[config.mk]
export PLATFORM = sky130hd
export DESIGN_NAME = scan_point_feeder_flat
export DESIGN_NICKNAME = d
export VERILOG_FILES = /design/src/rtl/scan_point_feeder_if.sv /design/src/rtl/scan_point_feeder.sv /design/src/flat_wrapper.sv
export SDC_FILE = /design/constraint.sdc
export NUM_CORES = 1
export LEC_CHECK = 0
export CAP_MARGIN = 20
export CORE_UTILIZATION = 43
export CTS_CLUSTER_SIZE = 12
export DETAILED_ROUTE_END_ITERATION = 10
export PLACE_DENSITY = 0.84
export REMOVE_ABC_BUFFERS = 1
export SETUP_SLACK_MARGIN = 0.02
export SLEW_MARGIN = 20
export SYNTH_ARGS = -nofsm -noshare
export SYNTH_HDL_FRONTEND = slang
export SYNTH_SLANG_ARGS = --single-unit
[constraint.sdc]
create_clock -name clk -period 3.9 [get_ports clk]
set_input_delay 0.78 -clock clk [delete_from_list [all_inputs] [get_ports clk]]
set_output_delay 0.78 -clock clk [all_outputs]
set_load 0.1 [all_outputs]
[src/rtl/scan_point_feeder_if.sv]
`default_nettype none
// ============================================================================
// Module   : scan_point_feeder_if
// Brief    : Point stream, IMU and corrector-side bus for scan_point_feeder.
// Revision : 1.0  initial release
// ============================================================================
interface scan_point_feeder_if #(
    parameter int WP   = 32,
    parameter int NPTS = 1024
);
    localparam int c_IW = $clog2(NPTS);

    logic            scan_start;
    logic            in_valid;
    logic            in_ready;
    logic [WP-1:0]   in_px;
    logic [WP-1:0]   in_py;
    logic [WP-1:0]   in_pz;
    logic            imu_valid;
    logic [WP-1:0]   imu_ax;
    logic            out_valid;
    logic            out_ready;
    logic [WP-1:0]   out_px;
    logic [WP-1:0]   out_py;
    logic [WP-1:0]   out_pz;
    logic [WP-1:0]   out_dt;
    logic [WP-1:0]   out_a_x;
    logic [WP-1:0]   out_v_prev;
    logic [WP-1:0]   v_next_in;
    logic            scan_busy;
    logic            scan_done;
    logic [c_IW-1:0] pt_idx;

    modport slave (
        input  scan_start, in_valid, in_px, in_py, in_pz,
        input  imu_valid, imu_ax, out_ready, v_next_in,
        output in_ready, out_valid, out_px, out_py, out_pz,
        output out_dt, out_a_x, out_v_prev, scan_busy, scan_done, pt_idx
    );

    modport master (
        output scan_start, in_valid, in_px, in_py, in_pz,
        output imu_valid, imu_ax, out_ready, v_next_in,
        input  in_ready, out_valid, out_px, out_py, out_pz,
        input  out_dt, out_a_x, out_v_prev, scan_busy, scan_done, pt_idx
    );
endinterface
`default_nettype wire

[src/rtl/scan_point_feeder.sv]
`default_nettype none
// ============================================================================
// Module   : scan_point_feeder
// Brief    : Feeds one LiDAR scan into the motion corrector, stamping dt/ax and
//            closing the velocity loop. Macro SCAN_VEL_CARRY_EN keeps velocity
//            across scans instead of clearing it on scan_start.
// Revision : 1.0  initial release
// ============================================================================
module scan_point_feeder #(
    parameter int WP      = 32,
    parameter int NPTS    = 1024,
    parameter int DT_STEP = 13
) (
    input  wire logic       clk,
    input  wire logic       rst_n,
    scan_point_feeder_if.slave bus
);
    localparam int c_IW = $clog2(NPTS);

    localparam logic [1:0] c_IDLE  = 2'd0;
    localparam logic [1:0] c_RUN   = 2'd1;
    localparam logic [1:0] c_DRAIN = 2'd2;
    localparam logic [1:0] c_DONE  = 2'd3;

    localparam logic [WP-1:0]   c_DT_MAX  = {1'b0, {(WP-1){1'b1}}};
    localparam logic [WP-1:0]   c_DT_STEP = WP'(DT_STEP);
    localparam logic [c_IW-1:0] c_LAST    = c_IW'(NPTS - 1);

    logic [1:0]      r_state;
    logic [c_IW-1:0] r_pt_idx;
    logic [WP-1:0]   r_dt_acc;
    logic [WP-1:0]   r_v_reg;
    logic [WP-1:0]   r_ax_reg;
    logic            r_out_valid;
    logic [WP-1:0]   r_out_px;
    logic [WP-1:0]   r_out_py;
    logic [WP-1:0]   r_out_pz;
    logic [WP-1:0]   r_out_dt;
    logic [WP-1:0]   r_out_a_x;

    logic            w_in_ready;
    logic            w_accept;
    logic            w_out_hs;
    logic [WP:0]     w_dt_sum;
    logic [WP-1:0]   w_dt_next;

    // Single output stage: a new point may enter whenever the slot drains this cycle.
    assign w_in_ready = (r_state == c_RUN) && (!r_out_valid || bus.out_ready);
    assign w_accept   = bus.in_valid && w_in_ready;
    assign w_out_hs   = r_out_valid && bus.out_ready;
    assign w_dt_sum   = {1'b0, r_dt_acc} + {1'b0, c_DT_STEP};
    assign w_dt_next  = (w_dt_sum > {1'b0, c_DT_MAX}) ? c_DT_MAX : w_dt_sum[WP-1:0];

    always_ff @(posedge clk or negedge rst_n) begin
        if (!rst_n) begin
            r_state     <= c_IDLE;
            r_pt_idx    <= '0;
            r_dt_acc    <= '0;
            r_v_reg     <= '0;
            r_ax_reg    <= '0;
            r_out_valid <= 1'b0;
            r_out_px    <= '0;
            r_out_py    <= '0;
            r_out_pz    <= '0;
            r_out_dt    <= '0;
            r_out_a_x   <= '0;
        end else begin
            if (bus.imu_valid) begin
                r_ax_reg <= bus.imu_ax;
            end

            if (w_accept) begin
                r_out_px  <= bus.in_px;
                r_out_py  <= bus.in_py;
                r_out_pz  <= bus.in_pz;
                r_out_dt  <= r_dt_acc;
                r_out_a_x <= r_ax_reg;
                r_dt_acc  <= w_dt_next;
                r_pt_idx  <= r_pt_idx + c_IW'(1);
            end

            if (w_accept) begin
                r_out_valid <= 1'b1;
            end else if (w_out_hs) begin
                r_out_valid <= 1'b0;
            end

            if (w_out_hs) begin
                r_v_reg <= bus.v_next_in;
            end

            case (r_state)
                c_IDLE: begin
                    if (bus.scan_start) begin
                        r_state  <= c_RUN;
                        r_pt_idx <= '0;
                        r_dt_acc <= '0;
`ifndef SCAN_VEL_CARRY_EN
                        r_v_reg  <= '0;
`endif
                    end
                end
                c_RUN: begin
                    if (w_accept && (r_pt_idx == c_LAST)) begin
                        r_state <= c_DRAIN;
                    end
                end
                c_DRAIN: begin
                    if (w_out_hs) begin
                        r_state <= c_DONE;
                    end
                end
                c_DONE:  r_state <= c_IDLE;
                default: r_state <= c_IDLE;
            endcase
        end
    end

    assign bus.in_ready   = w_in_ready;
    assign bus.out_valid  = r_out_valid;
    assign bus.out_px     = r_out_px;
    assign bus.out_py     = r_out_py;
    assign bus.out_pz     = r_out_pz;
    assign bus.out_dt     = r_out_dt;
    assign bus.out_a_x    = r_out_a_x;
    assign bus.out_v_prev = r_v_reg;
    assign bus.scan_busy  = (r_state == c_RUN) || (r_state == c_DRAIN);
    assign bus.scan_done  = (r_state == c_DONE);
    assign bus.pt_idx     = r_pt_idx;
endmodule
`default_nettype wire

[src/flat_wrapper.sv]
// flat-port wrapper written by rule: the top's interface ports become plain ports
module scan_point_feeder_flat 
#(
    parameter int WP      = 32,
    parameter int NPTS    = 1024,
    parameter int DT_STEP = 13
)
  (clk, rst_n, bus_scan_start, bus_in_valid, bus_in_px, bus_in_py, bus_in_pz, bus_imu_valid, bus_imu_ax, bus_out_ready, bus_v_next_in, bus_in_ready, bus_out_valid, bus_out_px, bus_out_py, bus_out_pz, bus_out_dt, bus_out_a_x, bus_out_v_prev, bus_scan_busy, bus_scan_done, bus_pt_idx);
  scan_point_feeder_if #(.WP(WP), .NPTS(NPTS)) bus_i ();
  input  wire logic clk;
  input  wire logic rst_n;
  input wire logic [$bits(bus_i.scan_start)-1:0] bus_scan_start;
  input wire logic [$bits(bus_i.in_valid)-1:0] bus_in_valid;
  input wire logic [$bits(bus_i.in_px)-1:0] bus_in_px;
  input wire logic [$bits(bus_i.in_py)-1:0] bus_in_py;
  input wire logic [$bits(bus_i.in_pz)-1:0] bus_in_pz;
  input wire logic [$bits(bus_i.imu_valid)-1:0] bus_imu_valid;
  input wire logic [$bits(bus_i.imu_ax)-1:0] bus_imu_ax;
  input wire logic [$bits(bus_i.out_ready)-1:0] bus_out_ready;
  input wire logic [$bits(bus_i.v_next_in)-1:0] bus_v_next_in;
  output wire logic [$bits(bus_i.in_ready)-1:0] bus_in_ready;
  output wire logic [$bits(bus_i.out_valid)-1:0] bus_out_valid;
  output wire logic [$bits(bus_i.out_px)-1:0] bus_out_px;
  output wire logic [$bits(bus_i.out_py)-1:0] bus_out_py;
  output wire logic [$bits(bus_i.out_pz)-1:0] bus_out_pz;
  output wire logic [$bits(bus_i.out_dt)-1:0] bus_out_dt;
  output wire logic [$bits(bus_i.out_a_x)-1:0] bus_out_a_x;
  output wire logic [$bits(bus_i.out_v_prev)-1:0] bus_out_v_prev;
  output wire logic [$bits(bus_i.scan_busy)-1:0] bus_scan_busy;
  output wire logic [$bits(bus_i.scan_done)-1:0] bus_scan_done;
  output wire logic [$bits(bus_i.pt_idx)-1:0] bus_pt_idx;
  assign bus_i.scan_start = bus_scan_start;
  assign bus_i.in_valid = bus_in_valid;
  assign bus_i.in_px = bus_in_px;
  assign bus_i.in_py = bus_in_py;
  assign bus_i.in_pz = bus_in_pz;
  assign bus_i.imu_valid = bus_imu_valid;
  assign bus_i.imu_ax = bus_imu_ax;
  assign bus_i.out_ready = bus_out_ready;
  assign bus_i.v_next_in = bus_v_next_in;
  assign bus_in_ready = bus_i.in_ready;
  assign bus_out_valid = bus_i.out_valid;
  assign bus_out_px = bus_i.out_px;
  assign bus_out_py = bus_i.out_py;
  assign bus_out_pz = bus_i.out_pz;
  assign bus_out_dt = bus_i.out_dt;
  assign bus_out_a_x = bus_i.out_a_x;
  assign bus_out_v_prev = bus_i.out_v_prev;
  assign bus_scan_busy = bus_i.scan_busy;
  assign bus_scan_done = bus_i.scan_done;
  assign bus_pt_idx = bus_i.pt_idx;
  scan_point_feeder #(.WP(WP), .NPTS(NPTS), .DT_STEP(DT_STEP)) u_core (.clk(clk), .rst_n(rst_n), .bus(bus_i));
endmodule
==> metrics.md, run 1 <==
| Metric | Value |
|---|---|
| Outcome | finished, final reports clean |
| CP Capture Type | primary output |
| Max stage delay on crit path | between 1000 and 1500 ps |
| Mapped cell area | approximately 0.011 mm² |
| Port-buffer cells | between 300 and 400 |
| Register area share after synthesis | about three fifths |
| Vias | ~10000 |
| Synth cell types | just under 60 |
| Post-synth top area cell | dfrtp_1 |
| Reg area | between 0.006 and 0.007 mm² |
| Synthesis-to-layout area growth | 42.2% |
| Core area | between 0.02 and 0.03 mm² |
| Post-CTS sizing | 0 |
| Die H | between 150 and 200 µm |
| DRC | 0 |
| Initial antenna violation count | 1 |
| Final net count | about 1700 |
| Hold buffer count at cts | 0 |
| Drt first pass iters | 5 |
| R2r setup slk | 950 ps |
| Cell row count | 59 |
| CTS tree | yes |
| CTS Buf Count | 28 |
| CP cell instances | ha_1 -> clkdlybuf4s50_1 |
| Fillers | 2115 |
| Min Tclk post-route | 3040 ps |
| Post-DP HPWL | 22500 µm |
| Post-synthesis register bit count | around 270 |
| H-tree levels | 1 |
| Grt total ovfl | 0 |
| Final Setup Violations | 0 |
| Origin of the critical flop-to-flop path | u_core.r_dt_acc[0] |
| Root buffer cell | clkbuf_16 |
| Tightest Pin Transition | 1090 ps |
| Final hold vios | 0 |
| CP Data Arrival Time | approximately 2300 ps |
| Count leader, synth | nand2_1 |
| Critical path capture point | bus_scan_done |
| R2R cell count | 9 |
| Synth async-reset ratio | between 90% and 100% |
| R2R Path End | u_core.r_dt_acc[19] |
| Vias in the first global route | 9603 |
| Crit path max-delay cell type | clkdlybuf4s50_1 |
| Slew Viols, Final | 0 |
| Worst skew pair latency | about 540 ps |
| Routed Antenna Nets | 0 |
| Max Root-Sink Buffers | 3 |
| Part of the cycle the worst path needs | 77.9% |
| Post-synth EDFFs | 0 |
| Worst Setup SP | u_core.r_state[1] |
| DR WL/cell | 17.0 µm |
| Die area | roughly 0.027 mm² |
| Avg Cell Area, Syn | between 9 and 10 µm² |
| Hold WC Path Type | primary input to asynchronous set/reset pin |
| Worst Path Required | around 3100 ps |
| Most common library cells after synthesis | nand2_1 (568), dfrtp_1 (269), a21oi_1 (68) |
| CP Max Fanout | 4 |
| Postcts setup bufs | 0 |
| Slew margin rel. | a little over a quarter |
| Post-route setup TNS | 0 ps |
| RSZ-0062 raised after global routing | false |
| Max cap viols | 0 |
| Initial Utilization | a little over two fifths |
| Footprint of the multi-input gates | between 0.004 and 0.005 mm² |
| Initial detailed-routing violation count | around 850 |
| Die W | between 150 and 200 µm |
| Via-to-Cell Ratio | 5.17 |
| Post-synthesis cell count | 1242 |
| Global-route wire length before repair | 50500 µm |
| CP startpoint kind | flip-flop |
| Most area-consuming cells after synthesis | dfrtp_1 (59%), nand2_1 (19%), mux2_2 (3.2%) |
| Largest net degree at the start of global routing | 172 |
| Yosys top cell area share | 58.8% |
| Setup Skew | between 15 and 20 ps |
| Layout cells sized above 1 | 7.18% |
| Top_reg_cell synth | dfrtp_1 |
| GP Congestion | roughly 0.87 |
| Clock sink count | 269 |
| Crit path kind | flip-flop to primary output |
| Final wirelength | about 33000 µm |
| GRT Total Usage | between 20% and 30% |
| Achievable Freq | between 300 and 400 MHz |
| Yosys warns | 0 |
| Boundary pin count | 372 |
| CTS clk-pin slew, worst paths | ~60 ps |
[metal layers]
layer	vias up	share of wire, %	global-route usage (%)	wire length, µm
met5	-	0	0	0
met4	0	2.9	8.84	948
met3	68	7.1	3.85	2330
met2	381	50	40.0	16500
met1	4793	40	29.3	13000
li1	4700	-	-	-
[stage by stage]
stage,instance area [µm²],hold slack [ps],utilization [%],instances,setup WS (ps)
after floorplan,11100,435,-,1158,-1630
after global placement,15400,438,59.0,1878,1020
after detailed placement,15400,447,59.0,1878,979
after CTS,16300,330,62.4,1922,831
after global routing,16300,361,62.4,1923,789
final,16300,277,62.4,1923,862
[worst max-delay path: cells and delay by family (launching register included)]
| kind | cells | cell delay [ps] |
|---|---|---|
| buf+inv | 1 | 1170 |
| flops | 1 | 390 |
| fa+ha+maj | 1 | 160 |
[cell families (layout without fill, tap and decap cells)]
family	count (synthesis)	after routing	share of synthesized area, %
other	0	1	0
muxes	36	36	3.51
AOI/OAI and AO/OA	132	132	7.52
xor gates and xnor gates	10	10	0.765
buffers and inverters	94	439	3.48
adders and majority gates	8	8	0.875
DFF	269	269	58.8
and+or+nand+nor	693	693	25.0
[layout make-up]
cell class	instances	area share, %
clock buffer	40	5.14
multi-input combinational	879	26.6
timing repair buffer	385	23.8
inverter	10	0.231
tap	335	2.58
sequential	269	41.4
clock inverter	4	0.277
antenna	1	0.0154
[layout by cell type (no fill, tap or decap), types with 6 or more instances in the layout]
cell type and instances:
nand2_1 567, clkdlybuf4s50_1 368, dfrtp_1 269, a21oi_1 68
mux2_2 33, nor2_1 32, clkbuf_16 29, o21ai_0 19
nor3_1 18, nand3_1 17, nand4_1 13, buf_4 12
inv_1 10, and3_1 8, ha_1 8, a311oi_1 7
xor2_1 7, clkbuf_8 7, nor4_1 6, o221a_2 6
[worst min-delay path by stage]
| stage | to | cells after the start |
|---|---|---|
| 2_1_floorplan | u_core.bus.out_a_x[0] | 2 |
| 3_3_place_gp | u_core.bus.out_a_x[23] | 2 |
| 3_5_place_dp | u_core.bus.out_a_x[3] | 2 |
| 4_1_cts | u_core.bus.out_pz[16] | 1 |
| 5_1_grt | u_core.bus.out_px[18] | 1 |
| 6_report | u_core.bus.out_dt[0] | 1 |
Power of run 1 is not shown: default switching activity piles up to over one toggle a cycle in this logic, so the estimate is an artifact.
==> run 2: changes to the inputs <==
==> constraint.sdc (replaced) <==
create_clock -name clk -period 3 [get_ports clk]
set_input_delay 0.6 -clock clk [delete_from_list [all_inputs] [get_ports clk]]
set_output_delay 0.6 -clock clk [all_outputs]
set_load 0.1 [all_outputs]
==> metrics.md, run 2 (synthesis results as in run 1) <==
| Metric | Value |
|---|---|
| CP Data Arrival Time | 3190 ps (+930 ps) |
| CTS clk-pin slew, worst paths | 60 ps (about the same) |
| Most frequent cells in the layout | nand2_1 (567), dfrtp_1 (269), buf_4 (225) |
| Postcts setup bufs | 0 (unchanged) |
| Grt total ovfl | 0 (unchanged) |
| Drt first pass iters | 4 (-1) |
| Max Root-Sink Buffers | 3 (unchanged) |
| Final net count | 1762 (+0.86%) |
| H-tree levels | 1 (unchanged) |
| Final WS setup | 229 ps (-632 ps) |
| Initial Utilization | 43.9% (unchanged) |
| GP Congestion | 0.926 (+6.6%) |
| DR WL/cell | 16.5 µm (-3.3%) |
| Min Tclk post-route | 2770 ps |
| R2R cell count | 8 (-1) |
| Achievable Freq | between 300 and 400 MHz |
| CTS Buf Count | 29 (+3.6%) |
| Vias | 9915 (-0.27%) |
| Setup Skew | 16.3 ps (+0.891 ps) |
| CP Capture Type | flip-flop |
| Placed Cells | 1892 (+0.75%) |
| Layout cells sized above 1 | 20.8% (+14 points) |
| Via-to-Cell Ratio | 5.10 (-1.3%) |
| Post-route setup TNS | 0 ps (unchanged) |
| Crit path max-delay cell type | dfrtp_1 |
| Die W | 165 µm (unchanged) |
| Root buffer cell | clkbuf_16 |
| CP delay by family, top | simple AND/OR/NAND/NOR gates |
| Post-CTS sizing | 0 (unchanged) |
| Worst Path Required | 3420 ps (+300 ps) |
| Final Setup Violations | 0 (unchanged) |
| Die H | 165 µm (unchanged) |
| Hold buffer count at cts | 0 (unchanged) |
| Cell row count | 59 (unchanged) |
| Worst skew pair latency | 540 ps (about the same) |
| Max stage delay on crit path | 530 ps (-640 ps) |
| Critical path's most frequent cell | buf_4 |
| R2r setup slk | 230 ps (-720 ps) |
| Post-DP HPWL | 22300 µm (-0.63%) |
| Synthesis-to-layout area growth | 39.5% |
| Part of the cycle the worst path needs | 92.4% |
| Commonest non-fill, non-tap cell in the layout | nand2_1 |
| Largest net degree at the start of global routing | 95 (-45%) |
| Final wirelength | 32000 µm (-2.3%) |
| GRT Total Usage | 22.9% (-0.36 points) |
| Slew Viols, Final | 0 (unchanged) |
| Clock sink count | 269 (unchanged) |
| Outcome | finished, final reports clean |
| Vias in the first global route | 9810 (+2.2%) |
| DRC | 0 (unchanged) |
| CTS tree | yes |
| Pre-CTS setup slack | 258 ps (-721 ps) |
| Hold Slack | 55.9 ps (-221 ps) |
| CP Depth | 8 (+6) |
| Boundary pin count | 372 (unchanged) |
| Routed Antenna Nets | 0 (unchanged) |
| CP startpoint kind | flip-flop |
| CP Max Fanout | 10 (+6) |
| Port-buffer cells | 371 (unchanged) |
| WP buf/inv | 2 (+1) |
| Global-route wire length before repair | 49900 µm (-1.2%) |
| Core area | 0.0261 mm² (unchanged) |
| Initial antenna violation count | 0 (-1) |
| Number of diodes | 0 (-1) |
| Max cap viols | 0 (unchanged) |
| Slew margin rel. | 46.6% (+20 points) |
| Crit path kind | flip-flop to flip-flop |
| Final Non-Filler Cells | 1943 (+1.0%) |
| Hold WC Path Type | primary input to asynchronous set/reset pin |
| Tightest Pin Transition | 794 ps (-298 ps) |
| Final hold vios | 0 (unchanged) |
| CP cell instances | and3_1 -> nand4_2 -> nor4_4 -> mux2i_1 -> buf_4 -> nand2_1 -> buf_4 -> o221a_2 |
| RSZ-0062 raised after global routing | false |
| Initial detailed-routing violation count | 812 (-4.8%) |
| Die area | 0.0273 mm² (unchanged) |
## run 2: changes by cell type in the layout (fill, tap and decap cells not counted), sizes merged
cell | previous run | this run
clkdlybuf4s50 | 368 | 164
inv | 10 | 11
buf | 17 | 235
clkinv | 3 | 4
diode | 1 | 0
clkbuf | 40 | 45
## run 2: final cells by class
class                           count  area (µm²)
Fill cell                        2152       10100
Clock buffer                       45         866
Timing Repair Buffer              399        3530
Multi-Input combinational cell    879        4330
Sequential cell                   269        6730
Tap cell                          335         419
Inverter                           10        37.5
Clock inverter                      6        62.6
## run 2: final timing paths
check,from,to
max,u_core.r_dt_acc[5],u_core.r_dt_acc[22]
min,rst_n,u_core.bus.out_px[29]
max reg2reg,u_core.r_dt_acc[5],u_core.r_dt_acc[22]
min reg2reg,u_core.r_ax_reg[13],u_core.bus.out_a_x[13]
max in group asynchronous,rst_n,u_core.bus.pt_idx[1]
min in group clk,u_core.r_ax_reg[13],u_core.bus.out_a_x[13]
## run 2: worst reg2reg max path, cell delays in order (launching register included)
cell and delay, ps:
dfrtp_1 530, and3_1 390, nand4_2 240, nor4_4 340
mux2i_1 310, buf_4 230, nand2_1 140, buf_4 210
o221a_2 270
## run 2: stage by stage
stage	instance area (µm²)	utilization (%)
after floorplan	11100	-
after global placement	15000	57.7
after detailed placement	15000	57.7
after CTS	16000	61.3
after global routing	16000	61.3
final	16000	61.3
## run 2: per-layer routing
| metal | vias to the layer above | part of all wire (%) | global-route usage [%] |
|---|---|---|---|
| li1 | 4742 | - | - |
| met3 | 89 | 7.0 | 4.02 |
| met5 | - | 0 | 0 |
| met4 | 0 | 4.2 | 10.9 |
| met2 | 369 | 49 | 39.5 |
| met1 | 4715 | 40 | 27.7 |
Power of run 2 is left out for the same reason.
